File: src/rtl/fetch_queue_pkg.sv
// Shared types and sizes for the fetch-to-decode queue.
package fetch_queue_pkg;

    localparam int FETCH_WIDTH  = 2;
    localparam int DECODE_WIDTH = 2;
    localparam int FQ_DEPTH     = 16;

    typedef struct packed {
        logic [63:0] pc;
        logic [31:0] instr;
        logic        pred_taken;
    } fq_entry_t;

endpackage

File: src/rtl/fq_compact.sv
// Turns a per-slot enqueue mask into dense write offsets and a slot count.
// Each slot's offset is the number of valid slots below it, so the valid
// slots land back-to-back starting at the tail.
module fq_compact
    import fetch_queue_pkg::*;
#(
    parameter int FW = FETCH_WIDTH
) (
    input  logic [FW-1:0]                    mask_i,
    output logic [FW-1:0][$clog2(FW+1)-1:0]  offset_o,
    output logic [$clog2(FW+1)-1:0]          num_o
);

    localparam int OW = $clog2(FW+1);

    logic [OW-1:0] acc;

    // Running popcount of the mask, sampled before each slot is added.
    always_comb begin
        acc      = '0;
        offset_o = '0;
        for (int k = 0; k < FW; k++) begin
            offset_o[k] = acc;
            acc         = acc + OW'(mask_i[k]);
        end
        num_o = acc;
    end

endmodule

File: src/rtl/fetch_queue.sv
// Decoupling FIFO between fetch and decode. Circular storage with a separate
// occupancy counter; enqueue readiness depends only on the registered count,
// so nothing on the decode side reaches back combinationally to fetch.
module fetch_queue
    import fetch_queue_pkg::*;
#(
    parameter int DEPTH = FQ_DEPTH,
    parameter int FW    = FETCH_WIDTH,
    parameter int DW    = DECODE_WIDTH
) (
    input  logic                         clk_i,
    input  logic                         reset_i,
    input  logic                         flush_i,
    input  logic                         enq_valid_i,
    input  logic [FW-1:0]                enq_mask_i,
    input  fq_entry_t [FW-1:0]           enq_entry_i,
    output logic                         enq_ready_o,
    output logic [DW-1:0]                deq_valid_o,
    output fq_entry_t [DW-1:0]           deq_entry_o,
    input  logic [$clog2(DW+1)-1:0]      deq_num_i,
    output logic [$clog2(DEPTH+1)-1:0]   count_o
);

    localparam int PW = $clog2(DEPTH);
    localparam int CW = $clog2(DEPTH+1);
    localparam int OW = $clog2(FW+1);

    logic [PW-1:0] head_q, head_d;
    logic [PW-1:0] tail_q, tail_d;
    logic [CW-1:0] count_q, count_d;

    fq_entry_t mem_q [DEPTH];

    logic [FW-1:0][OW-1:0] offset;
    logic [OW-1:0]         enq_num;
    logic                  enq_fire;
    logic [CW-1:0]         n_enq;
    logic [CW-1:0]         deq_avail;
    logic [CW-1:0]         deq_eff;
    logic [PW-1:0]         wr_idx [FW];

    fq_compact #(.FW(FW)) u_compact (
        .mask_i   (enq_mask_i),
        .offset_o (offset),
        .num_o    (enq_num)
    );

    assign enq_ready_o = (CW'(DEPTH) - count_q) >= CW'(FW);
    assign enq_fire    = enq_valid_i && enq_ready_o && !flush_i;
    assign n_enq       = enq_fire ? CW'(enq_num) : '0;
    assign count_o     = count_q;

    // Decode may not take more than it can see; excess requests are clamped.
    always_comb begin
        deq_avail = (count_q < CW'(DW)) ? count_q : CW'(DW);
        deq_eff   = (CW'(deq_num_i) > deq_avail) ? deq_avail : CW'(deq_num_i);
    end

    // Next pointer/count state; a flush discards everything in flight this cycle.
    always_comb begin
        head_d  = head_q + PW'(deq_eff);
        tail_d  = tail_q + PW'(n_enq);
        count_d = count_q + n_enq - deq_eff;
        if (flush_i) begin
            head_d  = '0;
            tail_d  = '0;
            count_d = '0;
        end
    end

    // Pointer and occupancy registers.
    always_ff @(posedge clk_i) begin
        if (reset_i) begin
            head_q  <= '0;
            tail_q  <= '0;
            count_q <= '0;
        end else begin
            head_q  <= head_d;
            tail_q  <= tail_d;
            count_q <= count_d;
        end
    end

    // Write addresses wrap naturally through the pointer width.
    always_comb begin
        for (int k = 0; k < FW; k++) begin
            wr_idx[k] = tail_q + PW'(offset[k]);
        end
    end

    // Storage writes; the array itself is never reset.
    always_ff @(posedge clk_i) begin
        for (int k = 0; k < FW; k++) begin
            if (enq_fire && enq_mask_i[k]) begin
                mem_q[wr_idx[k]] <= enq_entry_i[k];
            end
        end
    end

    // Oldest entries presented to decode straight from storage.
    always_comb begin
        for (int i = 0; i < DW; i++) begin
            deq_valid_o[i] = count_q > CW'(i);
            deq_entry_o[i] = mem_q[head_q + PW'(i)];
        end
    end

`ifndef SYNTHESIS
    logic pred_bug;
    logic mask_gap;

    // A taken prediction must end the packet; a gap in the mask is malformed.
    always_comb begin
        pred_bug = 1'b0;
        mask_gap = 1'b0;
        for (int k = 0; k < FW; k++) begin
            for (int j = k + 1; j < FW; j++) begin
                if (enq_mask_i[k] && enq_mask_i[j] && enq_entry_i[k].pred_taken) begin
                    pred_bug = 1'b1;
                end
                if (!enq_mask_i[k] && enq_mask_i[j]) begin
                    mask_gap = 1'b1;
                end
            end
        end
    end

    a_pred_taken_last: assert property (@(posedge clk_i) disable iff (reset_i)
        !(enq_valid_i && pred_bug));
    a_mask_contig: assert property (@(posedge clk_i) disable iff (reset_i)
        !(enq_valid_i && mask_gap));
    a_deq_legal: assert property (@(posedge clk_i) disable iff (reset_i)
        !(CW'(deq_num_i) > deq_avail));
    a_count_bound: assert property (@(posedge clk_i) disable iff (reset_i)
        count_q <= CW'(DEPTH));
`endif

endmodule

File: config.mk
export PLATFORM = sky130hd
export DESIGN_NAME = fetch_queue
export DESIGN_NICKNAME = d
export VERILOG_FILES = /design/src/rtl/fetch_queue_pkg.sv /design/src/rtl/fq_compact.sv /design/src/rtl/fetch_queue.sv
export SDC_FILE = /design/constraint.sdc
export NUM_CORES = 2
export LEC_CHECK = 0
export BUFFER_PORTS_ARGS = -buffer_cell sky130_fd_sc_hd__buf_2
export CELL_PAD_IN_SITES_DETAIL_PLACEMENT = 1
export CELL_PAD_IN_SITES_GLOBAL_PLACEMENT = 2
export CORE_MARGIN = 3
export CORE_UTILIZATION = 46
export CTS_CLUSTER_DIAMETER = 60
export DETAILED_ROUTE_END_ITERATION = 16
export PLACE_DENSITY_LB_ADDON = 0.1
export SETUP_SLACK_MARGIN = 0.15
export SYNTH_ARGS = -nofsm -noshare
export SYNTH_HDL_FRONTEND = slang
export SYNTH_SLANG_ARGS = --single-unit
File: constraint.sdc
create_clock -name clk_i -period 13.64 [get_ports clk_i]
set_clock_uncertainty 0.2 [all_clocks]
set_input_delay 2.046 -clock clk_i [delete_from_list [all_inputs] [get_ports clk_i]]
set_output_delay 2.046 -clock clk_i [all_outputs]
set_load 0.005 [all_outputs]
==> impl_summary.md <==
Run status
The flow ran to the end, and the final reports show no timing, DRC or antenna violations.

Global route
The via count of the first global-routing pass is 72,100. The global-route wire length before repair is approximately 550,000 um. The all-layer global routing usage is 0.365.

The number of antenna violations at the first check in global routing is 50. The largest net degree at the start of global routing is roughly 160. Global routing finished with a remaining overflow of 0.

Yosys
The post-synthesis average cell area is ~15 sq um. The combinational family with the most area after synthesis is multiplexers. Of the post-synthesis cell area, the dominant cell type holds 0.497. When the netlist entered floorplanning its net count stood at 6,583.

The most frequently used flop master after synthesis is sky130_fd_sc_hd__edfxtp_1. After synthesis, the cell types taking the most area are sky130_fd_sc_hd__edfxtp_1, sky130_fd_sc_hd__mux4_2, sky130_fd_sc_hd__o2bb2ai_1. The largest total area in the synthesized netlist belongs to sky130_fd_sc_hd__edfxtp_1. The portion of the post-synthesis area used by sequential elements is 0.500. During synthesis, Yosys emitted a total of 0 warnings. The share of synthesized flip-flops with an asynchronous set or reset is 0. The number of flip-flops and latches in the synthesized netlist is 1,565. The count of flip-flops with a built-in enable after synthesis is between 1,500 and 2,000. Of the total synthesized cell area, the portion taken by full adders, half adders and majority gates is 0.00393. The area share of and/or/nand/nor cells after synthesis is 0.0376. After technology mapping, the gate count stands at between 6,000 and 7,000.

After synthesis, the netlist uses between 50 and 60 different library cells. The synthesized netlist occupies a cell area of 93,700 sq um. The xor-xnor portion of the synthesized cell area is 0.000748. The complex-gate fraction of the synthesized area is 0.181. The share of synthesized area spent on multiplexers is 0.234.

Timing
Setup repair after global routing left no endpoint under its margin. For this run, the top clock speed supported by timing is 119 MHz. The number of failing setup endpoints in the final timing report is 0. After layout, the minimum clock period comes to 8.40 ns.

After routing, the total negative slack on setup checks comes to 0 ns. The number of slew-limit violations in the final report came to 0. The tightest hold margin is 0.496 ns.

The count of endpoints failing hold in the final timing report is 0. Headroom to the max-slew limit came out at 0.119. Dividing the final minimum period by the clock period gives 0.616.

The slew at the pin closest to its max-slew limit is approximately 1.3 ns.

Final layout
The finished cells cover between 100,000 and 150,000 sq um. The fraction of layout cells with a size suffix above 1 is 0.293. At the end of the flow, the number of nets in the layout was between 6,000 and 7,000. The fill cell total of the finished layout is between 15,000 and 20,000.

In the final layout, the multi-input gates occupy between 40,000 and 50,000 sq um. The sequential cells in the finished layout cover a total of approximately 47,000 sq um. The finished layout holds roughly 9,000 standard cells, fillers aside. The area growth from synthesis to layout is 10.1%.

Critical path
The setup path with the least slack is of type register to output port. The arrival time reported for the critical path endpoint is 6.15 ns. The type of origin of the critical path is a register. The kind of end point of the critical path is an output port. Along the worst path, the maximum fanout reaches roughly 130. At the worst endpoint, the required time is ~11 ns.

Floorplanning
In this run the core area contains between 150 and 200 standard-cell rows. The die extent in x is approximately 460 um. In this run the standard cell core region covers about 200,000 sq um.

The area enclosed by the die boundary is roughly 210,000 sq um. The floorplan step set the die height to between 400 and 500 um. The starting utilization of the core area is 0.463. During I/O placement, the number of pins put on the boundary was slightly above 400.

Placed design
The congestion estimate from routability-driven global placement came to 0.804. The area after detailed placement is 96,900 sq um. After legalization and detailed placement, the total HPWL measured around 210,000 um. The placed instance count is just under 9,000. The port buffer count is about 400.

Detailed routing
The mean routed wirelength per cell is 42.9 um. For this block, the routed nets add up to 387,000 um of wire. After the first detailed-routing iteration, the DRC count stood at roughly 9,700. After detailed routing, the number of vias per cell comes to just under 8. The detail route stage leaves a number of antenna-violating nets equal to 0. Across all layers, the routed design uses 70,200 vias.

The detailed-router iteration count before antenna repair is 6. The number of remaining DRC errors is 0.

Power and ir drop
The leakage dissipation is 30.3 nW. The post-layout total power is 0.0175 W. The worst IR drop on VDD is between 200 and 300 uV. Dividing total power by cell area gives a power density of 170 nW/um^2.

Clock network
The CTS tree is done. The clock root buffer is sky130_fd_sc_hd__clkbuf_16. The clock passes through at most 3 buffers. For this design, the CTS-stage hold fixing added 0 buffers. The deepest level of the CTS H-tree is 4. The count of cells resized by post-cts repair is 0. Clock tree synthesis found a total of 1,565 sinks.

The later pin in the worst-skew pair is clocked with a latency of roughly 0.84 ns. The number of setup buffers added after CTS is 0. After clock tree synthesis, the clock-pin slew on the worst setup and hold paths is 0.06 ns. Clock tree synthesis inserted a total of between 150 and 200 buffers.

Job
The max-cap violation count is 0.

Min path
The min-delay analysis places its worst path in the category register to register.
-- through the flow --
| step | utilization | worst slack (ns) |
|---|---|---|
| 6_report | 0.510 | 5.24 |
| 5_1_grt | 0.510 | 4.83 |
| 4_1_cts | 0.509 | 5.13 |
| 3_5_place_dp | 0.479 | 6.08 |
| 3_3_place_gp | 0.479 | 6.19 |
| 2_1_floorplan | - | 2.94 |
-- cells in the final DEF, fill, tap and decap left out, types with 4 or more instances in the layout --
| cell | count |
|---|---|
| sky130_fd_sc_hd__xor2_1 | 4 |
| sky130_fd_sc_hd__and2_1 | 198 |
| sky130_fd_sc_hd__nand3_4 | 9 |
| sky130_fd_sc_hd__o21ai_4 | 14 |
| sky130_fd_sc_hd__nand2_1 | 199 |
| sky130_fd_sc_hd__edfxtp_1 | 1552 |
| sky130_fd_sc_hd__mux4_2 | 970 |
| sky130_fd_sc_hd__nor2b_1 | 104 |
| sky130_fd_sc_hd__clkinv_1 | 39 |
| sky130_fd_sc_hd__a31oi_1 | 291 |
| sky130_fd_sc_hd__clkbuf_16 | 195 |
| sky130_fd_sc_hd__o2111ai_1 | 99 |
| sky130_fd_sc_hd__diode_2 | 31 |
| sky130_fd_sc_hd__buf_4 | 138 |
| sky130_fd_sc_hd__clkbuf_1 | 42 |
| sky130_fd_sc_hd__nor2_1 | 12 |
| sky130_fd_sc_hd__inv_1 | 18 |
| sky130_fd_sc_hd__dfxtp_4 | 4 |
| sky130_fd_sc_hd__clkinv_4 | 8 |
| sky130_fd_sc_hd__clkinvlp_4 | 6 |
| sky130_fd_sc_hd__nand3_1 | 101 |
| sky130_fd_sc_hd__clkinv_2 | 23 |
| sky130_fd_sc_hd__o2bb2ai_1 | 1261 |
| sky130_fd_sc_hd__buf_12 | 16 |
| sky130_fd_sc_hd__o21ai_0 | 293 |
| sky130_fd_sc_hd__inv_6 | 8 |
| sky130_fd_sc_hd__fa_1 | 4 |
| sky130_fd_sc_hd__buf_2 | 403 |
| sky130_fd_sc_hd__dfxtp_1 | 9 |
| sky130_fd_sc_hd__a21oi_1 | 4 |
| sky130_fd_sc_hd__bufinv_16 | 21 |
| sky130_fd_sc_hd__o211ai_1 | 193 |
| sky130_fd_sc_hd__ha_1 | 22 |
-- worst max-delay path, cell delays in order, from the launching register on --
cell and delay, ns:
sky130_fd_sc_hd__dfxtp_4 0.60, sky130_fd_sc_hd__buf_12 0.68, sky130_fd_sc_hd__buf_4 0.67, sky130_fd_sc_hd__buf_4 0.90
sky130_fd_sc_hd__buf_4 0.84, sky130_fd_sc_hd__mux4_2 0.59, sky130_fd_sc_hd__mux4_2 0.57, sky130_fd_sc_hd__buf_2 0.17
-- metal layers --
layer	GRT usage	up-vias	part of all wire
met2	0.579	4594	0.47
met1	0.487	37600	0.38
met3	0.0682	945	0.095
met5	0	-	0.00029
li1	-	27000	-
met4	0.178	18	0.051
-- final timing paths --
path | from | to | slack [ns] | cells after the start
min reg2reg | tail_q[2] | tail_q[2] | 0.50 | 2
max | head_q[0] | deq_entry_o[126] | 5.24 | 7
max reg2reg | count_o[1] | mem_q[10][40] | 6.40 | 11
min | tail_q[2] | tail_q[2] | 0.50 | 2
-- final cells by class --
type | instances | area share
tap | 2672 | 0.0324
antenna | 31 | 0.000752
inverter | 19 | 0.000764
timing repair buffer | 557 | 0.0327
clock buffer | 237 | 0.0488
multi-input combinational | 3840 | 0.419
sequential | 1565 | 0.455
clock inverter | 107 | 0.0108
-- Yosys cell counts (all sizes together), types with 3 or more instances --
cell / instances
dfxtp: 13
nand3: 110
clkbuf: 588
xnor2: 3
nor2: 15
o211ai: 196
o22ai: 3
o2bb2ai: 1261
and3: 3
inv: 19
ha: 23
a31oi: 291
nand2: 204
nand2b: 4
o21ai: 307
nor2b: 104
and2: 198
buf: 342
fa: 4
edfxtp: 1552
mux4: 970
a21oi: 4
o2111ai: 99
xor2: 5
-- logic make-up (layout without fill, tap and decap cells) --
family / after synthesis / in the layout
AOI/OAI and AO/OA: 2175 / 2175
and+or+nand+nor: 655 / 655
DFF: 1565 / 1565
buffers and inverters: 949 / 920
adders and majority gates: 27 / 27
muxes: 973 / 973
xor gates and xnor gates: 8 / 8
other: 2 / 33
-- power by group --
group | internal [W] | total [W] | switching [W]
logic | 0.00313 | 0.00685 | 0.00372
registers | 0.00541 | 0.00551 | 0.000102
clock network | 0.00300 | 0.00514 | 0.00213
-- state kept, by name, indices dropped and copies added, names as in the netlist --
| name | cells |
|---|---|
| tail_q | 4 |
| count_o | 5 |
| head_q | 4 |
| mem_q | 1552 |
(Power assumes the default switching activity.)
